==> src/rtl/cache_victim_writeback.sv <==
// cache_victim_writeback
// Single-entry victim writeback buffer. The block accepts one dirty victim line
// through a valid/ready handshake. It then writes that line to the bus as
// BEATS beats, advancing by one beat for each BusBeatAck. While the line is
// held, the block flags cache lookups that fall in the buffered line.
//
// Ports:
//   clk, reset            clock, asynchronous active-low reset
//   EvictValid/Ready      victim line handshake (Ready is high only in IDLE)
//   EvictAdr, EvictLine   victim line address (offset ignored) and data
//   BusWrite              beat request valid
//   BusAdr, BusWData      byte address and data of the current beat
//   BusLast               current beat is the final one of the line
//   BusBeatAck            bus accepted the current beat
//   LookupAdr, LookupHit  snoop address and same-line hit while occupied
//   Busy                  buffer occupied
module cache_victim_writeback #(
  parameter int unsigned PA_BITS = 32,
  parameter int unsigned LINELEN = 512,
  parameter int unsigned BEATLEN = 64
) (
  input  logic               clk,
  input  logic               reset,
  input  logic               EvictValid,
  output logic               EvictReady,
  input  logic [PA_BITS-1:0] EvictAdr,
  input  logic [LINELEN-1:0] EvictLine,
  output logic               BusWrite,
  output logic [PA_BITS-1:0] BusAdr,
  output logic [BEATLEN-1:0] BusWData,
  output logic               BusLast,
  input  logic               BusBeatAck,
  input  logic [PA_BITS-1:0] LookupAdr,
  output logic               LookupHit,
  output logic               Busy
);

  localparam int unsigned BEATS      = LINELEN / BEATLEN;
  localparam int unsigned OFFLEN     = $clog2(LINELEN / 8);
  localparam int unsigned CNT_W      = (BEATS > 1) ? $clog2(BEATS) : 1;
  localparam int unsigned BEAT_SHIFT = $clog2(BEATLEN / 8);
  localparam logic [PA_BITS-1:0] OFF_MASK  = PA_BITS'((64'd1 << OFFLEN) - 64'd1);
  localparam logic [CNT_W-1:0]   LAST_BEAT = CNT_W'(BEATS - 1);

  typedef enum logic {
    IDLE  = 1'b0,
    WRITE = 1'b1
  } state_t;

  state_t                           state;
  logic [CNT_W-1:0]                 beatCnt;
  logic [PA_BITS-1:0]               lineAdr;
  logic [BEATS-1:0][BEATLEN-1:0]    lineData;
  logic                             capture;
  logic                             lastBeat;

  assign capture  = (state == IDLE) && EvictValid;
  assign lastBeat = (beatCnt == LAST_BEAT);

  // Control FSM: capture in IDLE, one beat per ack in WRITE
  always_ff @(posedge clk or negedge reset) begin
    if (!reset) begin
      state   <= IDLE;
      beatCnt <= '0;
    end else begin
      case (state)
        IDLE: begin
          if (EvictValid) begin
            state   <= WRITE;
            beatCnt <= '0;
          end
        end
        WRITE: begin
          if (BusBeatAck) begin
            if (lastBeat) begin
              state   <= IDLE;
              beatCnt <= '0;
            end else begin
              beatCnt <= beatCnt + CNT_W'(1);
            end
          end
        end
        default: begin
          state   <= IDLE;
          beatCnt <= '0;
        end
      endcase
    end
  end

  // Line storage; the offset is cleared so beat addresses never carry out of the line
  always_ff @(posedge clk) begin
    if (capture) begin
      lineAdr  <= EvictAdr & ~OFF_MASK;
      lineData <= EvictLine;
    end
  end

  // Outputs decode registered state only; bus payload is zero when idle
  assign Busy       = (state == WRITE);
  assign BusWrite   = (state == WRITE);
  assign EvictReady = (state == IDLE);
  assign BusAdr     = Busy ? (lineAdr + (PA_BITS'(beatCnt) << BEAT_SHIFT)) : '0;
  assign BusWData   = Busy ? lineData[beatCnt] : '0;
  assign BusLast    = Busy & lastBeat;

  // Same-line snoop so the cache can stall refills of the line being written back
  assign LookupHit  = Busy & ((LookupAdr & ~OFF_MASK) == lineAdr);

endmodule

==> config.mk <==
export PLATFORM = sky130hd
export DESIGN_NAME = cache_victim_writeback
export DESIGN_NICKNAME = d
export VERILOG_FILES = /design/src/rtl/cache_victim_writeback.sv
export SDC_FILE = /design/constraint.sdc
export NUM_CORES = 1
export LEC_CHECK = 0
export CORE_AREA = 2 2 265 267
export DETAILED_ROUTE_END_ITERATION = 6
export DIE_AREA = 0 0 267 269
export SETUP_SLACK_MARGIN = 0.1
export SLEW_MARGIN = 0
export SYNTH_ARGS = -nofsm -noshare
export SYNTH_HDL_FRONTEND = slang
export SYNTH_SLANG_ARGS = --single-unit
==> constraint.sdc <==
create_clock -name clk -period 25.9 [get_ports clk]
set_input_delay 5.18 -clock clk [delete_from_list [all_inputs] [get_ports clk]]
set_output_delay 5.18 -clock clk [all_outputs]
set_load 0.01 [all_outputs]
==> flow_summary_export.csv <==
group,metric,value,unit
synth,ys_seq_elements,542,
final_layout,drive_above_1_share,0.1387,
synth,synthDistinctLibCells,25,
floorplan,initial_core_util,0.3016,
placed_design,portBuffers,665,
floorplan,dieArea,71820,um2
clock_network,cts_setup_buffers,0,
worst_setup_path,critPathMaxFanout,1,
synth,synthCells,928,
route,drt_iter0_markers,820,
synth,ys_warn_count,0,
synth,synthSimpleGateAreaFrac,0.02394,
synth,avgSynthCellArea,22.53,um2
synth,synth.area.mux_share,0.1691,
timing,slew_headroom,0.2009,
timing,period_minus_slack,12.63,ns
clock_network,cts.sinks,542,
worst_setup_path,cp_top_family,"buffers and inverters",
final_layout,most-common-layout-cells,"665 x clkdlybuf4s50_1, 538 x edfxtp_1, 128 x mux4_2",
worst_setup_path,ff2ff_path_depth,5,
clock_network,cts_root_buf,"clkbuf_16",
global_route,grt_max_degree,187,
timing,fin_hold_ws,0.7981,ns
pwr,p_per_area,86.42,nW/um2
synth,synth_top_family_by_area,"multiplexers",
route,dr.pass1.iters,5,
route,ant_nets,0,
timing,fmax,0.07918,GHz
worst_setup_path,worstSetupPathType,"in2out",
final_layout,final_common_cell,"clkdlybuf4s50_1",
floorplan,io_pins,681,
final_layout,syn2layout_area_growth,45.45,%
worst_hold_path,hold_path_depth,2,
route,drc,0,
route,viasPerCell,4.420,
route,num_vias,11560,
placed_design,place_congestion,0.9132,
clock_network,h-tree-depth,2,
clock_network,post_cts_resized,0,
worst_setup_path,cp-start-kind,"input port",
floorplan,die_y,269,um
timing,rsz0062_at_grt,"false",
worst_setup_path,worst-path-stages,6,
clock_network,clock_path_buffers,3,
worst_setup_path,slowest_delay,0.64,ns
floorplan,rows,97,
synth,yosysTopAreaCellShare,0.7728,
route,routed.top_layer,"met5",
route,wl,57.65,mm
pwr,p_leak,9.939,nW
final_layout,num-nets-final,2200,
timing,finalCritPeriodShare,0.4876,
timing,tns,0,ns
route,route.met3.wl,4.632,mm
floorplan,chipWidth,267,um
timing,finalSetupViolCount,0,
timing,skew,0.01840,ns
synth,synth_area_leaders,"edfxtp_1 77%, mux4_2 14%, mux2i_1 3.1%",
worst_setup_path,worst_ep_required_time,20.72,ns
pwr,peakVddDrop,0.07271,mV
global_route,grt_pass1_wl,80.69,mm
clock_network,worst_skew_pair.late_latency,0.62,ns
clock_network,numCtsBuffers,59,
floorplan,coreArea,69300,um2
global_route,grt_antenna_before_repair,13,
clock_network,cts_hold_buf,0,
synth,synth-compound-area-share,0.001556,
run,maxCapViolations,0,
synth,synthAdderAreaFrac,0.001197,
synth,synth-xor-area-share,0.01089,
placed_design,hpwlAfterDp,40.85,mm
route,wl_per_cell,22.05,um
route,wirelength_met1,21.25,mm
timing,hold_viol_final,0,
timing,slew_violations,0,
status,outcome,"complete, no violations",
worst_setup_path,critPathArrivalTime,7.45,ns
clock_network,cts_tree,"done",
worst_setup_path,cp_slowest_cell,"clkdlybuf4s50_1",
synth,synth.cell_area,20900,um2
worst_hold_path,holdCritPathClass,"reg2reg",
route,detailroute.wirelength.met2,30.22,mm
clock_network,path_clk_slew,0.06,ns
global_route,grt_pass1_vias,12530,
timing,tightest_slew,1.196,ns
worst_setup_path,path_cells,"clkdlybuf4s50_1 > xor2_1 > nor4_1 > nand4_1 > nor4_1 > clkdlybuf4s50_1",
synth,synth_largest_area_cell,"edfxtp_1",
synth,synth_seq_area_share,0.7776,
worst_setup_path,crit_path_end_kind,"primary output",
global_route,grt-ovfl-total,0,
worst_setup_path,path_buf_inv,2,
global_route,grt.total_usage,0.1539,
cells in the mapped netlist:
cell type and count:
mux2i_1 64, edfxtp_1 538, nor4_1 5, xnor2_1 11, buf_6 11, buf_4 4, inv_1 1, nand2_1 1
nor2_1 66, dfrtp_1 4, nor2b_1 1, conb_1 1, and2_1 30, o21bai_1 1, mux4_2 128, a31oi_1 1
buf_2 22, xor2_1 15, a32o_1 1, ha_1 2, a22o_1 1, nand3_1 1, nand4_1 3, mux2_2 1
clkbuf_1 15
metrics by stage:
| step | cells | instance area, um2 | worst slack [ns] | util | power, mW |
|---|---|---|---|---|---|
| 5_1_grt | 2613 | 30400 | 13.27 | 0.4387 | 2.745 |
| 3_5_place_dp | 2497 | 28560 | 13.32 | 0.4121 | 1.866 |
| 4_1_cts | 2605 | 30380 | 13.31 | 0.4384 | 2.675 |
| 2_1_floorplan | 930 | 20910 | 6.283 | - | 1.535 |
| 3_3_place_gp | 2497 | 28560 | 13.34 | 0.4121 | 1.859 |
| 6_report | 2615 | 30410 | 13.27 | 0.4387 | 2.628 |
routing by layer:
metal  vias to the layer above  track usage
met4                         8      0.05102
met3                        95      0.04950
met2                       428       0.2744
li1                       5216            -
met5                         -            0
met1                      5811       0.1743
registers in the layout, indices dropped and copies added (netlist names):
signal and cells:
lineAdr 26, lineData 512, beatCnt 3, BusWrite 1
power by group:
group	switching, mW	leakage (nW)	internal [mW]
registers	0.0471	4.90	1.03
logic	0.322	4.16	0.433
clock network	0.351	0.880	0.448
total	0.720	9.94	1.91
worst paths after layout:
path,startpoint,to,slack [ns]
min in group asynchronous,reset,beatCnt[1],4.77
max,LookupAdr[27],LookupHit,13.27
max in group asynchronous,reset,beatCnt[0],20.94
max reg2reg,BusWrite,lineData[323],21.55
min reg2reg,BusWrite,BusWrite,0.80
min,BusWrite,BusWrite,0.80
layout make-up:
type / instances / area, um2
sequential: 542 / 16270
clock buffer: 69 / 1514
tap: 940 / 1176
multi-input combinational: 335 / 4339
timing repair buffer: 679 / 6774
antenna: 10 / 25.02
inverter: 1 / 5.005
clock inverter: 39 / 305.3
fill: 5955 / 38890
tightest hold or removal path: cells and delay by family (launching register included):
kind            cells  cell delay [ns]
compound gates      1             0.16
flops               1             0.35
buf+inv             1             0.24
logic make-up (layout without fill, tap and decap cells):
logic type,Yosys count,count (layout)
DFF,542,542
buffers and inverters,53,788
muxes,193,193
xor gates and xnor gates,26,26
other,1,13
and+or+nand+nor,107,107
AOI/OAI and AO/OA,4,4
adders and majority gates,2,2
(Power assumes the default switching activity.)
